### config.mk
export PLATFORM = sky130hd
export DESIGN_NAME = memory_arbiter_flat
export DESIGN_NICKNAME = d
export VERILOG_FILES = /design/src/rtl/memory_arbiter_if.sv /design/src/rtl/memory_arbiter.sv /design/src/flat_wrapper.sv
export SDC_FILE = /design/constraint.sdc
export NUM_CORES = 1
export LEC_CHECK = 0
export CAP_MARGIN = 0
export CELL_PAD_IN_SITES_DETAIL_PLACEMENT = 2
export CELL_PAD_IN_SITES_GLOBAL_PLACEMENT = 2
export CORE_MARGIN = 1.5
export CORE_UTILIZATION = 21
export CTS_CLUSTER_SIZE = 20
export DETAILED_ROUTE_END_ITERATION = 7
export PLACE_DENSITY = 0.79
export RECOVER_POWER = 50
export SLEW_MARGIN = 20
export SYNTH_ARGS = -nofsm -noshare
export SYNTH_HDL_FRONTEND = slang
export SYNTH_SLANG_ARGS = --single-unit
### constraint.sdc
create_clock -name CLOCK -period 1.9 [get_ports CLOCK]
set_input_delay 0.38 -clock CLOCK [delete_from_list [all_inputs] [get_ports CLOCK]]
set_output_delay 0.38 -clock CLOCK [all_outputs]
set_load 0.01 [all_outputs]
### src/rtl/memory_arbiter_if.sv
// Bus bundle between the two requesters, the memory_arbiter and memory_unit.
// The slave modport is the arbiter's view. The master modport is the view of
// everything around the arbiter: both requesters and the memory.
interface memory_arbiter_if #(
    parameter int W = 8
);
    // requester side
    logic         req0;
    logic         req1;
    logic         we0;
    logic         we1;
    logic [W-1:0] addr0;
    logic [W-1:0] addr1;
    logic [W-1:0] wdata0;
    logic [W-1:0] wdata1;
    logic         done0;
    logic         done1;
    logic [W-1:0] rdata;
    logic         busy;

    // memory_unit side
    logic         rw_flag;
    logic [W-1:0] address;
    logic [W-1:0] write_memory_value;
    logic [W-1:0] read_memory_value;

    modport slave (
        input  req0, req1, we0, we1, addr0, addr1, wdata0, wdata1,
        input  read_memory_value,
        output done0, done1, rdata, busy,
        output rw_flag, address, write_memory_value
    );

    modport master (
        output req0, req1, we0, we1, addr0, addr1, wdata0, wdata1,
        output read_memory_value,
        input  done0, done1, rdata, busy,
        input  rw_flag, address, write_memory_value
    );
endinterface

### src/rtl/memory_arbiter.sv
// Two-port round-robin arbiter and access sequencer in front of memory_unit.
// Port 0 is instruction fetch and port 1 is data access. Only one transaction
// is in flight at a time. Each transaction runs IDLE -> ACCESS -> (WAIT) -> DONE.
module memory_arbiter #(
    parameter int W = 8
) (
    input  logic            CLOCK,
    input  logic            RESET,
    memory_arbiter_if.slave bus
);
    // memory_unit flag encoding
    localparam logic MEMORY_READ  = 1'b0;
    localparam logic MEMORY_WRITE = 1'b1;

    typedef enum logic [1:0] {
        S_IDLE,
        S_ACCESS,
        S_WAIT,
        S_DONE
    } state_t;

    state_t       r_state;
    state_t       w_next_state;

    logic         r_last;   // port granted most recently
    logic         r_sel;    // port owning the current transaction
    logic         r_we;
    logic [W-1:0] r_addr;
    logic [W-1:0] r_wdata;
    logic [W-1:0] r_rdata;

    logic         w_any_req;
    logic         w_grant;

    assign w_any_req = bus.req0 | bus.req1;
    // A lone requester always wins. When both ports request, the port that
    // was not served last wins, which makes continuous requests alternate.
    assign w_grant   = (bus.req0 && bus.req1) ? ~r_last : bus.req1;

    // State register
    // NOTE: sequential state is always written with non-blocking assignments so every flop samples pre-edge values.
    always_ff @(posedge CLOCK) begin
        if (RESET) begin
            r_state <= S_IDLE;
        end else begin
            r_state <= w_next_state;
        end
    end

    // Next-state logic: writes skip WAIT because the memory commits on the ACCESS edge
    // NOTE: the default assignment at the top of a combinational block prevents latch inference.
    always_comb begin
        w_next_state = r_state;
        case (r_state)
            S_IDLE:   if (w_any_req) w_next_state = S_ACCESS;
            S_ACCESS: w_next_state = r_we ? S_DONE : S_WAIT;
            S_WAIT:   w_next_state = S_DONE;
            S_DONE:   w_next_state = S_IDLE;
            default:  w_next_state = S_IDLE;
        endcase
    end

    // Request latch in IDLE, and read-data capture at the end of WAIT
    always_ff @(posedge CLOCK) begin
        if (RESET) begin
            r_last  <= 1'b1;
            r_sel   <= 1'b0;
            r_we    <= 1'b0;
            r_addr  <= '0;
            r_wdata <= '0;
            r_rdata <= '0;
        end else begin
            if (r_state == S_IDLE && w_any_req) begin
                r_sel   <= w_grant;
                r_last  <= w_grant;
                r_we    <= w_grant ? bus.we1    : bus.we0;
                r_addr  <= w_grant ? bus.addr1  : bus.addr0;
                r_wdata <= w_grant ? bus.wdata1 : bus.wdata0;
            end
            if (r_state == S_WAIT) begin
                r_rdata <= bus.read_memory_value;
            end
        end
    end

    // Output decode: memory outputs come from the latched request and hold between transactions
    always_comb begin
        bus.busy               = (r_state != S_IDLE);
        bus.done0              = (r_state == S_DONE) && !r_sel;
        bus.done1              = (r_state == S_DONE) &&  r_sel;
        bus.rw_flag            = (r_state == S_ACCESS && r_we) ? MEMORY_WRITE : MEMORY_READ;
        bus.address            = r_addr;
        bus.write_memory_value = r_wdata;
        bus.rdata              = r_rdata;
    end
endmodule

### src/flat_wrapper.sv
// flat-port wrapper written by rule: the top's interface ports become plain ports
module memory_arbiter_flat 
#(
    parameter int W = 8
)
  (CLOCK, RESET, bus_req0, bus_req1, bus_we0, bus_we1, bus_addr0, bus_addr1, bus_wdata0, bus_wdata1, bus_read_memory_value, bus_done0, bus_done1, bus_rdata, bus_busy, bus_rw_flag, bus_address, bus_write_memory_value);
  memory_arbiter_if #(.W(W)) bus_i ();
  input  logic CLOCK;
  input  logic RESET;
  input wire logic [$bits(bus_i.req0)-1:0] bus_req0;
  input wire logic [$bits(bus_i.req1)-1:0] bus_req1;
  input wire logic [$bits(bus_i.we0)-1:0] bus_we0;
  input wire logic [$bits(bus_i.we1)-1:0] bus_we1;
  input wire logic [$bits(bus_i.addr0)-1:0] bus_addr0;
  input wire logic [$bits(bus_i.addr1)-1:0] bus_addr1;
  input wire logic [$bits(bus_i.wdata0)-1:0] bus_wdata0;
  input wire logic [$bits(bus_i.wdata1)-1:0] bus_wdata1;
  input wire logic [$bits(bus_i.read_memory_value)-1:0] bus_read_memory_value;
  output wire logic [$bits(bus_i.done0)-1:0] bus_done0;
  output wire logic [$bits(bus_i.done1)-1:0] bus_done1;
  output wire logic [$bits(bus_i.rdata)-1:0] bus_rdata;
  output wire logic [$bits(bus_i.busy)-1:0] bus_busy;
  output wire logic [$bits(bus_i.rw_flag)-1:0] bus_rw_flag;
  output wire logic [$bits(bus_i.address)-1:0] bus_address;
  output wire logic [$bits(bus_i.write_memory_value)-1:0] bus_write_memory_value;
  assign bus_i.req0 = bus_req0;
  assign bus_i.req1 = bus_req1;
  assign bus_i.we0 = bus_we0;
  assign bus_i.we1 = bus_we1;
  assign bus_i.addr0 = bus_addr0;
  assign bus_i.addr1 = bus_addr1;
  assign bus_i.wdata0 = bus_wdata0;
  assign bus_i.wdata1 = bus_wdata1;
  assign bus_i.read_memory_value = bus_read_memory_value;
  assign bus_done0 = bus_i.done0;
  assign bus_done1 = bus_i.done1;
  assign bus_rdata = bus_i.rdata;
  assign bus_busy = bus_i.busy;
  assign bus_rw_flag = bus_i.rw_flag;
  assign bus_address = bus_i.address;
  assign bus_write_memory_value = bus_i.write_memory_value;
  memory_arbiter #(.W(W)) u_core (.CLOCK(CLOCK), .RESET(RESET), .bus(bus_i));
endmodule
==> flow_summary.toml, run 1 <==
[outcome]
status = "complete, no violations"

[route]
via_per_inst = 4.54
antenna_left = 0
drtPass1Iterations = 2
wl_mm = 4.33
first_iter_violations = 18
vias = 1370
route.detailed.drc = 0
route.detailed.wl_per_inst_um = 14.3

[synth]
yosys-top-cells-area = "dfxtp_1 (43%), a211oi_2 (8.4%), nor2_1 (7.5%)"
synth_seq_cells = 29
syn_nets = 200
ys.warnings.count = 0
synth_top_area_frac = 0.431
ys_types = 25
synthCells = 150
post-synth-top-area-cell = "dfxtp_1"
syn_area_um2 = 1350
synth_area_per_cell_um2 = 8.98
ys.flop_type = "dfxtp_1"
synthArstFlopShare = 0
synth-edff-count = 0
ys_seq_area_frac = 0.431

[power]
clkPwrFrac = 0.181
power_frac_comb = 0.490
ir_worst_vdd_v = 0.000385
seqPwrFrac = 0.329
p_leak_nw = 0.912
power_density_nw_per_um2 = 1220
p_int_mw = 1.74
p_sw_mw = 1.03
switching_share = 0.371

[timing]
slew_violations = 0
setup_viol = 0
clock_skew_ns = 0.00695
max_freq_ghz = 0.580
timing.final.crit_period_ns = 1.72
rsz0062_at_grt = "false"
fin_crit_sh = 0.908
tightest_slew_ns = 0.509
hold_viol_final = 0
relSlewSlack = 0.661

[worst_setup_path]
critPathArrivalTime_ns = 1.34
cpPeakStageDelay_ns = 0.39
crit_chain = "inv_1, ha_1, inv_1, dlygate4sd2_1"
worst-setup-path-type = "reg2out"
endpoint_kind = "output port"
crit_path_start_kind = "register"
cp_common_cell = "inv_1"
crit_fanout = 4
required_ns = 1.52
slowest_stage = "dfxtp_1"

[global_routing]
grt_pass1_vias = 1493
antenna_found_initial = 0
grt_overflow = 0
met1_usage = 0.158
grt_max_degree = 18
grt_busiest_layer = "met2"
track_usage = 0.132
grt_first_pass_wirelength_mm = 7.22
met2_usage = 0.225
grt_util_met3 = 0.0398

[die]
die_area_um2 = 6900
io_pins = 74
start_util = 0.222
chipWidth_um = 83.1
core_um2 = 6060
die_h_um = 83.1
rows = 28

[cells_and_area]
finalInstanceArea_um2 = 2270
fillers = 680
final_common_cell = "clkdlybuf4s50_1"
utilization = 0.374
multi_input_area_um2 = 683
drive_gt1_frac = 0.132
diodes = 0
layout.nets = 276
syn_to_final_growth_pct = 68.6
final_cell_mix = "clkdlybuf4s50_1 (54), dfxtp_1 (28), nor2_1 (27)"
register_area_um2 = 582

[cts]
clockBufferDepth = 2
htreeDepth = 2
cts_tree = "done"
postCtsSetupRepairBufs = 0
worstSkewPairLatency_ns = 0.28
numClockSinks = 29
cts_resized = 4
cts-root-buf = "clkbuf_8"
cts_hold_buf = 0
clk_pin_slew_worst_paths_ns = 0.07
cts_buffers = 5

[run]
cap_violations = 0

[place]
hpwl_mm = 3.32
place_area_um2 = 2180
gp_congestion = 0.717
port_buffers = 73

[hold_path]
min_path_type = "reg2reg"
state kept, by name (all words and copies together), names as in the netlist:
name,flops
u_core.r_last,1
u_core.bus.rdata,8
u_core.bus.write_memory_value,8
u_core.r_we,1
u_core.r_sel,1
u_core.bus.address,8
u_core.r_state,2
cells in the mapped netlist, types with 2 or more instances:
master and count:
a211oi_1 8, buf_2 3, a31oi_1 2, dfxtp_1 29
a21oi_1 18, a211oi_2 9, clkbuf_1 4, ha_1 4
nor2_1 27, nand2_1 17, buf_4 4, and2_1 2
inv_1 3, mux2i_1 9
final cells by class:
type | count | area share
Clock buffer | 5 | 0.0303
Tap cell | 75 | 0.0413
Clock inverter | 3 | 0.00772
Multi-Input combinational cell | 106 | 0.301
Timing Repair Buffer | 81 | 0.358
Sequential cell | 29 | 0.256
Inverter | 3 | 0.00496
stage by stage:
stage / hold WS (ns) / cells / TNS (ns) / power, mW / setup slack (ns)
after floorplan: 0.480 / 150 / 0 / 1.67 / 0.449
after global placement: 0.475 / 294 / 0 / 2.30 / 0.0392
after detailed placement: 0.488 / 294 / -0.231 / 2.36 / -0.0645
after CTS: 0.503 / 302 / 0 / 2.87 / 0.0293
after global routing: 0.533 / 302 / 0 / 2.99 / 0.0819
final: 0.489 / 302 / 0 / 2.77 / 0.175
final timing paths:
kind | from | endpoint | slack, ns | cells past startpoint
min | u_core.bus.rdata[2]$_SDFFE_PP0N_ | u_core.bus.rdata[2]$_SDFFE_PP0N_ | 0.49 | 2
max | u_core.r_state[0]$_SDFFE_PP0P_ | bus_busy | 0.18 | 4
min reg2reg | u_core.bus.rdata[2]$_SDFFE_PP0N_ | u_core.bus.rdata[2]$_SDFFE_PP0N_ | 0.49 | 2
max reg2reg | u_core.r_state[0]$_SDFFE_PP0P_ | u_core.bus.write_memory_value[3]$_SDFFE_PP0P_ | 0.35 | 7
power by group through the flow:
stage	sequential [mW]	combinational (mW)	clock [mW]
2_1_floorplan	0.974	0.696	0
3_5_place_dp	0.925	1.44	0
5_1_grt	0.938	1.51	0.544
4_1_cts	0.921	1.43	0.523
6_report	0.910	1.36	0.501
3_3_place_gp	0.919	1.39	0
critical path: cells and delay by family, from the launching register on:
kind / cells / cell delay, ns
adders and majority gates: 1 / 0.22
buffers and inverters: 3 / 0.44
DFF: 1 / 0.39
routing by layer:
metal,vias up,part of all wire
met5,-,0
met2,47,0.48
met3,6,0.062
met1,653,0.45
met4,0,0.015
li1,664,-
cells by family (layout without fill, tap and decap cells):
logic type | count (synthesis) | in the layout | synth area share
AO/OA/AOI/OAI | 43 | 43 | 0.253
multiplexers | 9 | 9 | 0.0669
buffers and inverters | 15 | 92 | 0.0613
flip-flops | 29 | 29 | 0.431
AND/OR/NAND/NOR | 50 | 50 | 0.151
adder cells (fa/ha/maj) | 4 | 4 | 0.0372
Note: power is estimated with default switching activity, not from simulation.
==> run 2: changes to the inputs <==
--- a/config.mk
+++ b/config.mk
@@ -14,2 +14,3 @@
 export DETAILED_ROUTE_END_ITERATION = 7
+export GPL_TIMING_DRIVEN = 0
 export PLACE_DENSITY = 0.79
==> constraint.sdc (replaced) <==
create_clock -name CLOCK -period 1.9 [get_ports CLOCK]
set_input_delay 0.475 -clock CLOCK [delete_from_list [all_inputs] [get_ports CLOCK]]
set_output_delay 0.475 -clock CLOCK [all_outputs]
set_load 0.01 [all_outputs]
==> flow_summary.toml, run 2 (synthesized netlist as in run 1, its figures left out) <==
[timing]
hold-worst-slack_ns = 0.488
rsz0062_at_grt = "false"
relSlewSlack = 0.500
fin_crit_sh = 0.949
hold_viol_final = 0
setup_viol = 0
tightest_slew_ns = 0.750
max_freq_ghz = 0.555
clock_skew_ns = 0.00694
fin_ws_ns = 0.0972
slew_violations = 0
timing.final.crit_period_ns = 1.80

[cts]
cts_hold_buf = 0
cts_buffers = 5
worstSkewPairLatency_ns = 0.28
clk_pin_slew_worst_paths_ns = 0.07
cts-root-buf = "clkbuf_8"
cts_tree = "done"
htreeDepth = 2
clockBufferDepth = 2
postCtsSetupRepairBufs = 0
numClockSinks = 29

[cells_and_area]
register_area_um2 = 583
final_common_cell = "clkdlybuf4s50_1"
utilization = 0.376
multi_input_area_um2 = 683
drive_gt1_frac = 0.140
finalInstanceArea_um2 = 2280
syn_to_final_growth_pct = 69.4
layout.nets = 278
fillers = 710
diodes = 0
final_cell_mix = "clkdlybuf4s50_1 (49), nor2_1 (27), dfxtp_1 (27)"

[die]
core_um2 = 6060
start_util = 0.222
chipWidth_um = 83.1
rows = 28
die_area_um2 = 6900
die_h_um = 83.1
io_pins = 74

[global_routing]
grt_first_pass_wirelength_mm = 7.25
track_usage = 0.131
grt_pass1_vias = 1461
grt_max_degree = 11
grt_overflow = 0
antenna_found_initial = 0

[place]
place_area_um2 = 2150
gp_congestion = 0.715
port_buffers = 71
pre_cts_ws_ns = -0.210
hpwl_mm = 3.12

[power]
power.total_mw = 2.97
ir_worst_vdd_v = 0.000464
p_leak_nw = 0.939
power_density_nw_per_um2 = 1300

[route]
antenna_left = 0
vias = 1337
route.detailed.wl_per_inst_um = 13.8
route.detailed.drc = 0
wl_mm = 4.21
drtPass1Iterations = 3
via_per_inst = 4.40
first_iter_violations = 28

[worst_setup_path]
crit_path_start = "u_core.r_state[1]$_SDFFE_PP0P_"
worstReg2RegStart = "u_core.r_state[0]$_SDFFE_PP0P_"
crit_path_start_kind = "register"
critPathArrivalTime_ns = 1.33
worst-setup-path-type = "reg2out"
required_ns = 1.42
crit_fanout = 5
endpoint_kind = "output port"

[outcome]
status = "complete, no violations"

[hold_path]
hp-start = "u_core.bus.rdata[1]$_SDFFE_PP0N_"
min_path_type = "reg2reg"

[run]
cap_violations = 0
==> run 2: area by class of cell <==
class,count,share of cell area
Multi-Input combinational cell,106,0.300
Clock inverter,3,0.0285
Tap cell,75,0.0411
Timing Repair Buffer,71,0.308
Buffer,12,0.0324
Sequential cell,29,0.256
Clock buffer,5,0.0302
Inverter,3,0.00494
==> run 2: worst paths after layout <==
path	to	slack (ns)	depth (start not counted)
setup / recovery	bus_rw_flag	0.1	4
hold / removal	u_core.bus.rdata[1]$_SDFFE_PP0N_	0.49	2
hold reg to reg	u_core.bus.rdata[1]$_SDFFE_PP0N_	0.49	2
setup reg to reg	u_core.bus.address[0]$_SDFFE_PP0P_	0.29	7
==> run 2: through the flow <==
stage	cells	setup TNS, ns
global route	304	0
finish	304	0
global placement	296	-1.54
CTS	304	0
floorplan	150	0
detailed placement	296	-2.55
==> run 2: worst max-delay path, stage by stage, from the launching register on <==
cell	delay, ns
dfxtp_2	0.37
inv_1	0.06
ha_1	0.17
and2_1	0.17
dlygate4sd2_1	0.28
==> run 2: power breakdown <==
group,leakage (nW),internal (mW),switching (mW)
clock network,0.0681,0.521,0.252
registers,0.240,0.798,0.102
logic,0.631,0.639,0.656
total,0.939,1.96,1.01
==> run 2: routing by layer <==
layer,share of wire,GRT usage,vias to the layer above
li1,-,-,667
met2,0.48,0.220,45
met4,0.019,0.0636,0
met3,0.057,0.0318,4
met5,0,0,-
met1,0.44,0.157,621
==> run 2: what timing repair did <==
item	4_1_cts	5_1_grt
gates resized for setup	8	1
pin swaps	0	1
endpoints found under the setup margin	4	3
==> run 3: changes to the inputs <==
PLACE_DENSITY = 0.88   (was 0.79)
==> flow_summary.toml, run 3 (synthesized netlist as in run 1, its figures left out) <==
[outcome]
status = "complete, no violations"

[route]
via_per_inst = 4.50
vias = 1369
first_iter_violations = 26
drt-met1-wl_mm = 1.89
route.detailed.wl_per_inst_um = 14.7
drtPass1Iterations = 2
wl_met2_mm = 2.30
route.detailed.drc = 0
routed-wl-met3_um = 222
wl_mm = 4.47
top_layer_used = "met4"
antenna_left = 0

[timing]
fin_crit_sh = 0.965
fin_ws_ns = 0.0670
max_freq_ghz = 0.546
hold_viol_final = 0
timing.final.crit_period_ns = 1.83
clock_skew_ns = 0.00147
tightest_slew_ns = 0.724
slew_violations = 0
finalSetupTns_ns = 0
setup_viol = 0
relSlewSlack = 0.517
rsz0062_at_grt = "false"
hold-worst-slack_ns = 0.495

[global_routing]
grt_first_pass_wirelength_mm = 7.59
track_usage = 0.135
grt_overflow = 0
grt_max_degree = 11
grt_pass1_vias = 1542
antenna_found_initial = 0

[place]
pre_cts_ws_ns = -0.200
hpwl_mm = 3.35
gp_congestion = 0.670
port_buffers = 71

[worst_setup_path]
endpoint_kind = "output port"
critPathTopFamily = "buffers and inverters"
path_buf_inv = 2
crit_fanout = 4
crit_path_start_kind = "register"
cpPeakStageDelay_ns = 0.33
critPathArrivalTime_ns = 1.36
required_ns = 1.42
slowest_stage = "dfxtp_2"
worst-setup-path-type = "reg2out"
crit_chain = "buf_4, ha_1, and2_1, dlygate4sd2_1"

[run]
cap_violations = 0

[cells_and_area]
layout.nets = 279
syn_to_final_growth_pct = 66.4
final_common_cell = "clkdlybuf4s50_1"
fillers = 677
diodes = 0
drive_gt1_frac = 0.135
final_cell_mix = "clkdlybuf4s50_1 (49), nor2_1 (27), dfxtp_1 (27)"

[cts]
cts_tree = "done"
worstSkewPairLatency_ns = 0.27
cts_buffers = 5
htreeDepth = 2
clockBufferDepth = 2
cts-root-buf = "clkbuf_8"
clk_pin_slew_worst_paths_ns = 0.06
numClockSinks = 29

[power]
power_density_nw_per_um2 = 1220
p_leak_nw = 0.919
ir_worst_vdd_v = 0.000405

[die]
io_pins = 74
rows = 28
core_um2 = 6060
chipWidth_um = 83.1
die_h_um = 83.1
die_area_um2 = 6900
start_util = 0.222

[hold_path]
min_path_type = "reg2reg"
## run 3: cell types whose count changed in the layout (fill, tap and decap cells not counted), sizes merged
| cell | previous run | this run |
|---|---|---|
| buf | 8 | 10 |
| bufinv | 2 | 0 |
| clkbuf | 10 | 11 |
| clkinv | 1 | 0 |
## run 3: worst paths after layout
path / start / to / cells after the start / slack (ns)
worst max-delay path: u_core.r_state[0]$_SDFFE_PP0P_ / bus_rw_flag / 4 / 0.07
worst min-delay path: u_core.bus.rdata[0]$_SDFFE_PP0N_ / u_core.bus.rdata[0]$_SDFFE_PP0N_ / 2 / 0.50
worst max register to register: u_core.r_state[0]$_SDFFE_PP0P_ / u_core.bus.write_memory_value[7]$_SDFFE_PP0P_ / 7 / 0.28
worst min register to register: u_core.bus.rdata[0]$_SDFFE_PP0N_ / u_core.bus.rdata[0]$_SDFFE_PP0N_ / 2 / 0.50
## run 3: timing repair
action / CTS / global route
setup buffers: 0 / 1
hold buffers: 0 / 0
resized for setup: 9 / 1
endpoints found under the setup margin: 4 / 1
## run 3: worst register-to-register path: stages, from the launching register on
cell	delay, ns
dfxtp_2	0.35
inv_1	0.08
ha_1	0.20
buf_4	0.17
o21ai_4	0.14
buf_2	0.31
a21oi_1	0.09
a211oi_2	0.21
## run 3: where the power goes
group          switching [mW]  total [mW]  internal, mW
clock network           0.226       0.513         0.287
registers               0.110       0.908         0.798
logic                   0.663        1.31         0.647
## run 3: metrics by stage
step                cells  utilization  area, µm²  total power, mW
floorplan             150            -       1350             1.67
global placement      296        0.355       2150             2.25
detailed placement    296        0.355       2150             2.29
CTS                   303        0.370       2240             2.84
global route          304        0.370       2240             2.95
finish                304        0.370       2240             2.73
## run 3: final cells by class
type	count	area [µm²]	share of cell area
buffer	12	73.8	0.0329
clock buffer	7	86.3	0.0385
inverter	3	11.3	0.00503
multi-input combinational	106	683	0.305
sequential	29	583	0.260
tap	75	93.8	0.0419
timing repair buffer	72	709	0.317
## run 3: metal layers
layer / vias up / GRT usage
met3: 8 / 0.0348
met5: - / 0
met2: 46 / 0.243
li1: 668 / -
met1: 647 / 0.159
met4: 0 / 0.0364
